### config.mk
export PLATFORM = sky130hd
export DESIGN_NAME = iob_pbus_arbiter
export DESIGN_NICKNAME = d
export VERILOG_FILES = /design/src/rtl/iob_pbus_arbiter_pkg.sv /design/src/rtl/iob_pbus_arb_sel.sv /design/src/rtl/iob_pbus_arbiter.sv
export SDC_FILE = /design/constraint.sdc
export NUM_CORES = 1
export LEC_CHECK = 0
export CORE_AREA = 2 2 100 102
export CTS_CLUSTER_DIAMETER = 40
export DETAILED_ROUTE_END_ITERATION = 10
export DIE_AREA = 0 0 102 104
export GPL_TIMING_DRIVEN = 0
export PLACE_DENSITY = 0.69
export SLEW_MARGIN = 20
export SYNTH_ARGS = -nofsm -noshare
export SYNTH_HDL_FRONTEND = slang
export SYNTH_SLANG_ARGS = --single-unit
### constraint.sdc
create_clock -name clk_i -period 1.65 [get_ports clk_i]
set_input_delay 0.33 -clock clk_i [delete_from_list [all_inputs] [get_ports clk_i]]
set_output_delay 0.33 -clock clk_i [all_outputs]
set_load 0.01 [all_outputs]
### src/rtl/iob_pbus_arbiter_pkg.sv
// Shared definitions for the IOb pbus arbiter: FSM state encoding and grant-index width helper.
package iob_pbus_arbiter_pkg;

  localparam logic [1:0] IDLE        = 2'd0;
  localparam logic [1:0] WAIT_READY  = 2'd1;
  localparam logic [1:0] WAIT_RVALID = 2'd2;

  // Grant index width; never below one bit so a 2-manager build still has a real index.
  function automatic int calc_n_w(input int n);
    return (n <= 2) ? 1 : $clog2(n);
  endfunction

endpackage

### src/rtl/iob_pbus_arb_sel.sv
// Combinational priority select: first valid manager at or after rr_ptr_i, wrapping modulo N.
module iob_pbus_arb_sel #(
  parameter int N   = 2,
  parameter int N_W = 1
) (
  input  logic [N-1:0]   valid_i,
  input  logic [N_W-1:0] rr_ptr_i,
  output logic [N_W-1:0] gnt_o,
  output logic           any_valid_o
);

  int             w_pos;
  logic [N_W-1:0] w_idx;

  // With nothing valid the index rests on rr_ptr_i so the forwarded payload is deterministic.
  always_comb begin
    gnt_o       = rr_ptr_i;
    any_valid_o = 1'b0;
    w_pos       = 0;
    w_idx       = '0;
    for (int i = 0; i < N; i++) begin
      w_pos = int'(rr_ptr_i) + i;
      if (w_pos >= N) w_pos = w_pos - N;
      w_idx = N_W'(w_pos);
      if (!any_valid_o && valid_i[w_idx]) begin
        gnt_o       = w_idx;
        any_valid_o = 1'b1;
      end
    end
  end

endmodule

### src/rtl/iob_pbus_arbiter.sv
// Shares one IOb pbus subordinate port among N_MANAGERS managers, holding the grant until completion.
// Define IOB_PBUS_ARBITER_RR_EN for round-robin; otherwise fixed priority (lowest index wins).
module iob_pbus_arbiter
  import iob_pbus_arbiter_pkg::*;
#(
  parameter int N_MANAGERS = 2,
  parameter int ADDR_W     = 14,
  parameter int DATA_W     = 32,
  localparam int N_W       = calc_n_w(N_MANAGERS),
  localparam int STRB_W    = DATA_W / 8
) (
  input  logic                           clk_i,
  input  logic                           rst_i,
  input  logic [N_MANAGERS-1:0]          m_iob_valid_i,
  input  logic [N_MANAGERS*ADDR_W-1:0]   m_iob_addr_i,
  input  logic [N_MANAGERS*DATA_W-1:0]   m_iob_wdata_i,
  input  logic [N_MANAGERS*STRB_W-1:0]   m_iob_wstrb_i,
  output logic [N_MANAGERS-1:0]          m_iob_rvalid_o,
  output logic [N_MANAGERS*DATA_W-1:0]   m_iob_rdata_o,
  output logic [N_MANAGERS-1:0]          m_iob_ready_o,
  output logic                           s_iob_valid_o,
  output logic [ADDR_W-1:0]              s_iob_addr_o,
  output logic [DATA_W-1:0]              s_iob_wdata_o,
  output logic [STRB_W-1:0]              s_iob_wstrb_o,
  input  logic                           s_iob_rvalid_i,
  input  logic [DATA_W-1:0]              s_iob_rdata_i,
  input  logic                           s_iob_ready_i,
  output logic [N_W-1:0]                 grant_o,
  output logic                           busy_o
);

  logic [1:0]     r_state;
  logic [N_W-1:0] r_owner;
  logic [1:0]     w_nxt_state;
  logic [N_W-1:0] w_rr_ptr;
  logic [N_W-1:0] w_sel_gnt;
  logic           w_any_valid;
  logic [N_W-1:0] w_cur;
  logic           w_cur_valid;
  logic           w_cur_wr;
  logic           w_fwd;
  logic           w_start;
  logic           w_done;
  logic           w_route_rv;

  iob_pbus_arb_sel #(
    .N   (N_MANAGERS),
    .N_W (N_W)
  ) u_sel (
    .valid_i     (m_iob_valid_i),
    .rr_ptr_i    (w_rr_ptr),
    .gnt_o       (w_sel_gnt),
    .any_valid_o (w_any_valid)
  );

  // Arbitration only happens in IDLE; every other state is locked to the recorded owner.
  assign w_cur       = (r_state == IDLE) ? w_sel_gnt : r_owner;
  assign w_cur_valid = m_iob_valid_i[w_cur];
  assign w_cur_wr    = |m_iob_wstrb_i[int'(w_cur)*STRB_W +: STRB_W];
  assign w_fwd       = (r_state != WAIT_RVALID) && w_cur_valid;

  always_comb begin
    w_nxt_state = r_state;
    w_start     = 1'b0;
    w_done      = 1'b0;
    w_route_rv  = 1'b0;
    if (r_state == WAIT_RVALID) begin
      if (s_iob_rvalid_i) begin
        w_done      = 1'b1;
        w_route_rv  = 1'b1;
        w_nxt_state = IDLE;
      end
    end else if (w_cur_valid) begin
      w_start = 1'b1;
      if (!s_iob_ready_i) begin
        w_nxt_state = WAIT_READY;
      end else if (w_cur_wr) begin
        w_done      = 1'b1;
        w_nxt_state = IDLE;
      end else if (s_iob_rvalid_i) begin
        w_done      = 1'b1;
        w_route_rv  = 1'b1;
        w_nxt_state = IDLE;
      end else begin
        w_nxt_state = WAIT_RVALID;
      end
    end else begin
      // Owner withdrew before ready: abandon without touching the round-robin pointer.
      w_nxt_state = IDLE;
    end
  end

  always_ff @(posedge clk_i) begin
    if (rst_i) begin
      r_state <= IDLE;
      r_owner <= '0;
    end else begin
      r_state <= w_nxt_state;
      if (w_start) r_owner <= w_cur;
    end
  end

`ifdef IOB_PBUS_ARBITER_RR_EN
  logic [N_W-1:0] r_rr_ptr;
  logic [N_W-1:0] w_rr_next;

  assign w_rr_next = (w_cur == N_W'(N_MANAGERS - 1)) ? '0 : w_cur + 1'b1;

  always_ff @(posedge clk_i) begin
    if (rst_i)       r_rr_ptr <= '0;
    else if (w_done) r_rr_ptr <= w_rr_next;
  end

  assign w_rr_ptr = r_rr_ptr;
`else
  logic w_unused_done;
  assign w_unused_done = w_done;
  assign w_rr_ptr      = '0;
`endif

  assign s_iob_valid_o = w_fwd;
  assign s_iob_addr_o  = m_iob_addr_i[int'(w_cur)*ADDR_W +: ADDR_W];
  assign s_iob_wdata_o = m_iob_wdata_i[int'(w_cur)*DATA_W +: DATA_W];
  assign s_iob_wstrb_o = m_iob_wstrb_i[int'(w_cur)*STRB_W +: STRB_W];

  always_comb begin
    m_iob_ready_o  = '0;
    m_iob_rvalid_o = '0;
    m_iob_rdata_o  = '0;
    if (w_fwd) m_iob_ready_o[w_cur] = s_iob_ready_i;
    m_iob_rvalid_o[w_cur] = w_route_rv;
    m_iob_rdata_o[int'(w_cur)*DATA_W +: DATA_W] = s_iob_rdata_i;
  end

  // Idle with no requester reports the last owner rather than the resting select index.
  assign grant_o = ((r_state == IDLE) && !w_any_valid) ? r_owner : w_cur;
  assign busy_o  = (r_state != IDLE);

endmodule

==> impl_metrics.json <==
{
  "area_growth_syn_to_layout_pct": 315,
  "synth.area.mux_share_pct": 43.7,
  "first_pass_iters": 2,
  "wl_um": 9680,
  "synth_cell_types": 25,
  "max-cap-violations": 0,
  "rsz0062_at_grt": "true",
  "post-route-min-period_ns": 2.37,
  "cp_slowest_stage_delay_ns": 0.33,
  "worstSetupPathDepth": 10,
  "crit_family": "buffers and inverters",
  "drt_iter0_markers": 19,
  "reg2regPathDepth": 7,
  "syn_nets": 297,
  "place_congestion": 0.801,
  "total_power_mw": 2.08,
  "avgRoutedWirePerCell_um": 15.6,
  "synth_top_family_by_area": "multiplexers",
  "die_height_um": 104,
  "synthXorXnorAreaFrac_pct": 0,
  "cts.sinks": 3,
  "yosys.area.top_type": "mux2_2",
  "route.detailed.drc": 0,
  "cts.clk_slew.worst_paths_ns": 0.03,
  "ys_async_sr_fraction_pct": 0,
  "insertedDiodeCount": 0,
  "tightest_slew_ns": 0.350,
  "synth_compound_area_share_pct": 6.02,
  "cts_made_buffers": 3,
  "min_path_type": "input pin to register",
  "finalHoldViolCount": 0,
  "ys_warn_count": 0,
  "final.setup.worst_slack_ns": -0.724,
  "insertion_delay_ns": 0.21,
  "synth.avg_cell_area_um2": 8.24,
  "vias_per_cell": 4.06,
  "crit_slowest_cell": "dfxtp_4",
  "arrival_ns": 2.04,
  "min_path_cells": 3,
  "fmax_ghz": 0.421,
  "yosys-top-cells-count": "mux2_2, nor2b_1, and2_1",
  "path_class": "register to output port",
  "violations": "negative setup slack",
  "grt_max_degree": 11,
  "cts_buffer_depth": 2,
  "cp.required_ns": 1.32,
  "cts_tree": "built",
  "layout_worst_path_cycle_share_pct": 144,
  "seq_area_frac_synth_pct": 4.58,
  "final_util_pct": 56.9,
  "yosys.area_share.simple_pct": 39.3,
  "ctsRootBufferMaster": "clkbuf_8",
  "stdcell_count": 621,
  "grt_pass1_vias": 2672,
  "final_nets": 627,
  "power_leakage_nw": 2.60,
  "synthFlopType": "dfxtp_1",
  "synth-seq-cells": 3,
  "drive_above_1_share_pct": 63.5,
  "vias": 2520,
  "synth-edff-count": 0,
  "start_kind": "register",
  "path_cells": "buf_6 -> nor4b_4 -> a21oi_4 -> buf_12 -> buf_12 -> buf_6 -> buf_6 -> buf_6 -> mux2_4 -> buf_6",
  "antenna_left": 0,
  "synthTopCellsByArea": "mux2_2, nor2b_1, and2_1",
  "end_kind": "output port",
  "placed_cells": 550,
  "status": "finished, violations left",
  "maxSlewViolCount": 0,
  "cp_common_cell": "buf_6",
  "initial_core_util_pct": 13.7,
  "dpl.hpwl_um": 6800,
  "critPathMaxFanout": 6,
  "skew_ns": 0.000291,
  "postCtsHoldBufs": 0,
  "yosysMostFrequentCell": "mux2_2",
  "die_area_um2": 10600,
  "io_pins": 259,
  "netlist_area_um2": 1310,
  "synth_cells": 159,
  "grt_use_total_pct": 16.0,
  "synth_top_area_share_pct": 43.0,
  "overflow": 0,
  "antenna_found_initial": 0,
  "row_count": 36,
  "ctsHtreeMaxLevel": 1,
  "cp_num_buf_inv": 7,
  "fp.coreArea_um2": 9550,
  "synth_fa_ha_area_share_pct": 0,
  "grt_first_pass_wirelength_um": 13600,
  "max-slew-margin-rel_pct": 76.4,
  "p_per_area_nw_per_um2": 382,
  "fp.dieW_um": 102,
  "ir_drop_v": 0.000331,
  "numPortBuffers": 258,
  "setup_viol": 120
}
-- sequential cells by signal, indices dropped and copies added (netlist names) --
signal / count
r_owner: 1
r_state: 2
-- path summary, 6_finish.rpt --
path	startpoint	endpoint	slack, ns
setup / recovery	r_state[0]	s_iob_wdata_o[24]	-0.72
hold / removal	m_iob_valid_i[0]	r_owner	0.51
setup reg to reg	r_state[0]	r_state[1]	-0.06
hold reg to reg	r_owner	r_owner	0.64
-- area by class of cell --
cell class	count	area [um^2]
plain buffers	8	140
multi-input cells	141	1590
repair buffers	330	3410
clock buffers	4	45.0
inverters	2	7.51
well taps	133	166
fillers	845	4120
flip-flops and latches	3	68.8
-- tightest hold or removal path, delay by kind of cell --
| family | cells | cell delay, ns |
|---|---|---|
| AO/OA/AOI/OAI | 1 | 0.07 |
| buffers and inverters | 1 | 0.16 |
| AND/OR/NAND/NOR | 1 | 0.12 |
-- metrics by stage --
| stage | hold slack, ns | setup TNS, ns | setup WS, ns | instance area, um^2 |
|---|---|---|---|---|
| floorplan | 0.398 | -1.45 | -0.0340 | 1530 |
| global placement | 0.695 | -116.01 | -1.12 | 4280 |
| detailed placement | 0.706 | -116.46 | -1.12 | 4280 |
| CTS | 0.507 | -58.77 | -0.743 | 5080 |
| global route | 0.538 | -62.00 | -0.782 | 5430 |
| finish | 0.507 | -54.25 | -0.724 | 5430 |
-- layer usage --
metal,track usage [%],wire (um)
met5,0,0
met4,2.29,91
met3,3.16,886
met2,33.2,5600
met1,16.1,3110
-- where the power goes --
| group | switching [mW] | leakage (nW) | internal (mW) |
|---|---|---|---|
| Clock | 0.0491 | 0.0228 | 0.165 |
| Combinational | 0.573 | 2.55 | 1.21 |
| Sequential | 0.00430 | 0.0264 | 0.0745 |
-- placed cells by master (no fill, tap or decap), types with 7 or more instances in the layout --
cell type,instances
nor2b_4,7
buf_6,131
and2_4,29
mux2_4,50
nor2b_1,27
clkdlybuf4s50_1,135
buf_2,35
buf_8,15
buf_12,11
buf_4,8
-- logic make-up (layout without fill, tap and decap cells) --
| family | Yosys count | after routing |
|---|---|---|
| simple gates | 82 | 82 |
| flops | 3 | 3 |
| buf+inv | 15 | 344 |
| mux | 51 | 51 |
| compound gates | 8 | 8 |
-- timing repair --
| action | in CTS | in global routing |
|---|---|---|
| setup endpoints to repair | 121 | 122 |
| pin swaps | 21 | 18 |
| buffers inserted | 53 | 21 |
| cloned | 6 | 1 |
| resized for setup | 659 | 91 |
(Power assumes the default switching activity.)
==> patch 1: new RTL, config.mk and constraints unchanged <==
`ADDR_W`: 14 -> 13.
--- a/src/rtl/iob_pbus_arbiter.sv
+++ b/src/rtl/iob_pbus_arbiter.sv
@@ -4,7 +4,7 @@
   import iob_pbus_arbiter_pkg::*;
 #(
   parameter int N_MANAGERS = 2,
-  parameter int ADDR_W     = 14,
+  parameter int ADDR_W     = 13,
   parameter int DATA_W     = 32,
   localparam int N_W       = calc_n_w(N_MANAGERS),
   localparam int STRB_W    = DATA_W / 8
Ports: changed (resized m_iob_addr_i and s_iob_addr_o); port bits go from 259 to 256. No check against the original RTL was run, so the function may have changed too.
==> patch 1 against the original RTL <==
The flow still finishes with violations (setup timing); sequential cell count is the same; power down 4.0%; worst setup slack better by 140 ps; routed wire length grew 1.1%; non-clock buffer count is 23 lower; first-iteration DRC count grew 110%; global-route usage rose by 0.53 points; cell area fell by 5.4%; synthesized area decreased by 3.3%.
==> patch 1: results <==
[route]
first_pass_iters = 4
routedWlPerCell_um = 16.4
drt_iter0_markers = 39
viasPerCell = 4.06

[power]
p_leak_uw = 0.00245
p_sw_uw = 611
ir_drop_v = 0.000207

[worst_hold_path]
hold_depth = 4
hold_path.class = input pin to register
worstHoldStart = m_iob_valid_i[0]

[grt]
grt_max_degree = 11
grt_pass1_vias = 2584
grtUsageMet3 = 0.0497
grt_use_total = 0.166
use_met2 = 0.313
use_met1 = 0.177
antenna_found_initial = 0
grt_pass1_wl_mm = 13.7

[clock_tree]
cts_made_buffers = 3
insertion_delay_ps = 220
clockBufferDepth = 2
root_buffer = clkbuf_8
clkTransAtPathRegs_ps = 30
cts.htree.levels = 1

[yosys]
synthTopCellsByArea = mux2_2, nor2b_1, and2_1, dfxtp_1, buf_2
synthTopCellsByCount = mux2_2, nor2b_1, and2_1
yosysWarnings = 0
synth_nets = 293
ys.flop_type = dfxtp_1
ys_types = 25
ys_async_sr_fraction = 0
yosysSeqAreaShare = 0.0474

[cells_and_area]
reg.largest.list = r_state x2, r_owner x1
drive_gt1_frac = 0.624
final_nets = 602
fillerInstances = 865
antennaDiodeCount = 0

[outcome]
status = complete, but fails checks
violations = setup timing

[timing]
hold_slack_ps = 636
setup_viol = 120
tns_ps = -50620
finalClockSkew_ps = 0.608
fin_ws_ps = -581
slew_headroom = 0.705

[placement]
placed_area_um2 = 4260
port_buffers = 255
hpwl_mm = 7.25
gp_congestion = 0.773

[worst_setup_path]
cp_top_family = buffers and inverters
reg2reg_to = r_state[1]$_SDFFE_PP0P_
rrSetupSlack_ps = -320
worst_setup_path_startpoint = r_state[0]$_SDFFE_PP0P_
r2r_cells = 10
cp_slowest_stage_delay_ps = 340
timing.rr.start = r_state[1]$_SDFFE_PP0P_
cp.arrival_ps = 1900
cp_max_fo = 5
cp_slowest_cell = dfxtp_4
==> patch 1: cell types whose count changed after synthesis, sizes merged <==
cell    delta
buf        -3
clkbuf     +2
mux2       -1
==> patch 1: metrics by stage <==
step           utilization  instances  setup WS, ps
3_3_place_gp         0.446        545         -1430
2_1_floorplan            -        157         -95.1
6_report             0.538        598          -581
3_5_place_dp         0.446        545         -1450
5_1_grt              0.538        598          -643
4_1_cts              0.524        588          -583
==> patch 1: worst max-delay path by stage <==
stage	cells after the start	end	slack, ps
2_1_floorplan	4	s_iob_addr_o[0]	-100
4_1_cts	8	s_iob_wdata_o[18]	-580
5_1_grt	8	s_iob_wdata_o[14]	-640
3_5_place_dp	6	m_iob_ready_o[0]	-1450
6_report	8	s_iob_wdata_o[18]	-580
3_3_place_gp	6	m_iob_ready_o[0]	-1430
==> patch 1: cell type report <==
class | instances | area [um2] | area share
Buffer | 11 | 210 | 0.0409
Clock buffer | 4 | 45.0 | 0.00877
Inverter | 2 | 7.51 | 0.00146
Multi-Input combinational cell | 141 | 1550 | 0.302
Sequential cell | 3 | 68.8 | 0.0134
Tap cell | 133 | 166 | 0.0324
Timing Repair Buffer | 304 | 3090 | 0.601
==> patch 1: kinds of logic (layout without fill, tap and decap cells) <==
kind of cell,count (synthesis),count (layout),share of synthesized area
multiplexers,50,50,0.444
buffers and inverters,14,321,0.0504
AO/OA/AOI/OAI,8,9,0.0524
flip-flops,3,3,0.0474
AND/OR/NAND/NOR,82,82,0.406
==> patch 1: worst register-to-register path, stage by stage, from the launching register on <==
cell and delay [ps]:
dfxtp_2 330, nor4b_4 260, buf_4 180, a21oi_4 40, buf_6 130, buf_4 130
buf_6 100, o21bai_4 160, buf_4 150, buf_6 110, a2111oi_4 270
==> patch 1: power groups by stage <==
| stage | Clock [uW] | Sequential (uW) | Combinational [uW] |
|---|---|---|---|
| after global placement | 0 | 83.1 | 1350 |
| after global routing | 222 | 82.6 | 1790 |
| after floorplan | 0 | 82.3 | 532 |
| final | 214 | 82.4 | 1700 |
| after CTS | 222 | 82.8 | 1640 |
| after detailed placement | 0 | 83.7 | 1350 |
==> patch 1: what timing repair did <==
action	4_1_cts	5_1_grt
cloned	9	2
pin swaps	12	27
hold endpoints to repair	0	0
resized for setup	585	107
endpoints found under the setup margin	122	120
buffers inserted	32	11
hold buffers	0	0
==> patch 1: layer usage <==
| layer | vias up | part of all wire |
|---|---|---|
| li1 | 1163 | - |
| met3 | 8 | 0.11 |
| met5 | - | 0 |
| met1 | 1120 | 0.35 |
| met4 | 0 | 0.012 |
| met2 | 138 | 0.53 |
==> patch 2: new RTL, same settings <==
Made on the original files. The option `IOB_PBUS_ARBITER_RR_EN` is turned on by a define.
--- a/src/rtl/iob_pbus_arbiter.sv
+++ b/src/rtl/iob_pbus_arbiter.sv
@@ -1,5 +1,7 @@
 // Shares one IOb pbus subordinate port among N_MANAGERS managers, holding the grant until completion.
 // Define IOB_PBUS_ARBITER_RR_EN for round-robin; otherwise fixed priority (lowest index wins).
+`define IOB_PBUS_ARBITER_RR_EN
+
 module iob_pbus_arbiter
   import iob_pbus_arbiter_pkg::*;
 #(
Check against the original RTL: not equivalent (a bounded check fails within 4 cycles, from zero or initial values and one cycle with rst_i high).
==> patch 2 against the original RTL <==
The run still ends with setup timing left; combinational power grew 23%; sequential cell count grew 1; cell area shrank 7.4%; non-clock buffer count shrank 25; worst setup slack gained 430 ps; routed wire length grew 13%; cell count grew 14%; power grew 22%; synthesized area grew 17%; largest power group unchanged; highest routed layer unchanged.
==> patch 2: results <==
[outcome]
status = complete, but fails checks
violations = setup timing

[route]
drt_iter0_markers = 53
routedWlPerCell_um = 15.5
first_pass_iters = 4
vias = 3040

[yosys]
yosysSeqAreaShare = 0.0523
syn-instance-count = 280
synthTopCellsByCount = nand2_1, and3_1, and2_1
synth_nets = 418
ys_types = 32
synthTopCellsByArea = nand2_1, and3_1, and2_1, buf_6, dfxtp_1

[worst_setup_path]
cp_slowest_stage_delay_ps = 350
cp_max_fo = 10

[timing]
worst_pin_slew_ps = 265
finalClockSkew_ps = 0.357
setup_viol = 119
fin_ws_ps = -292

[cells_and_area]
drive_gt1_frac = 0.488
fin_cells = 709
reg.largest.list = r_state x2, r_owner x1, r_rr_ptr x1
final_nets = 716
antennaDiodeCount = 0
fillerInstances = 900

[clock_tree]
cts.htree.levels = 1
insertion_delay_ps = 230

[grt]
grt_use_total = 0.183
grt_pass1_wl_mm = 15.8
antenna_found_initial = 0
grt_pass1_vias = 3079

[power]
p_leak_uw = 0.00253

[placement]
gp_congestion = 0.786
hpwl_mm = 7.92
dpl.cell_count = 671
==> patch 2: cell count changes in the layout (fill, tap and decap cells not counted), sizes merged, moves of 2 or more <==
cell / unedited run / this run
and3: 1 / 34
mux2: 50 / 2
nor2: 2 / 5
dlygate4sd2: 0 / 7
clkdlybuf4s50: 135 / 127
nand2: 2 / 152
nor3b: 3 / 1
buf: 200 / 161
and2: 32 / 34
clkbuf: 5 / 19
nor2b: 34 / 2
o21ai: 2 / 5
==> patch 2: kinds of logic after synthesis <==
logic type      after synthesis  share of synthesized area
compound gates               15                     0.0883
buf+inv                      24                      0.125
flops                         4                     0.0523
mux                           2                     0.0196
simple gates                235                      0.715
==> patch 2: final timing paths <==
kind | startpoint | to | slack (ps) | depth (start not counted)
max | r_state[1]$_SDFFE_PP0P_ | s_iob_addr_o[2] | -290 | 8
min | s_iob_ready_i | r_state[0]$_SDFFE_PP0P_ | 450 | 2
max reg2reg | r_state[1]$_SDFFE_PP0P_ | r_state[1]$_SDFFE_PP0P_ | 90 | 8
min reg2reg | r_rr_ptr$_SDFFE_PP0P_ | r_rr_ptr$_SDFFE_PP0P_ | 630 | 3
==> patch 2: per-layer routing <==
layer  GRT usage  vias up  wire, um
met2       0.373      161      5890
met4      0.0276        0        93
met3      0.0544        6      1110
li1            -     1492         -
met5           0        -         0
met1       0.178     1381      3870
==> patch 2: critical path, delay by kind of cell (launching register included) <==
family                 cells  cell delay (ps)
AND/OR/NAND/NOR            5              690
buffers and inverters      3              360
flip-flops                 1              350
==> patch 2: final cells by class <==
class                   instances  area [um2]  area share
repair buffers                293        2790       0.555
multi-input cells             253        1630       0.324
inverters                       3        11.3     0.00224
clock buffers                   3        41.3     0.00821
flip-flops and latches          4        90.1      0.0179
well taps                     133         166      0.0331
plain buffers                  20         303      0.0602
==> patch 2: per-stage QoR <==
stage | cell area [um2] | power, uW | TNS, ps | setup WS [ps] | hold WS, ps
final | 5030 | 2520 | -30190 | -292 | 451
after global routing | 5030 | 2680 | -37560 | -351 | 478
after CTS | 4700 | 2270 | -34950 | -379 | 637
after detailed placement | 4280 | 1900 | -132440 | -1200 | 639
after global placement | 4280 | 1900 | -129530 | -1190 | 584
after floorplan | 1530 | 809 | 0 | 44.3 | 399
==> patch 2: timing repair <==
action	4_1_cts	5_1_grt
endpoints found under the setup margin	123	120
gates cloned	6	9
resized for setup	571	151
hold buffers	0	0
buffers inserted	18	4
pin swaps	35	58
==> patch 2: report_power, final <==
part	total [uW]	internal (uW)	switching (uW)
sequential	112	104	8.31
combinational	2190	1290	897
clock	220	157	63.3
total	2520	1560	969
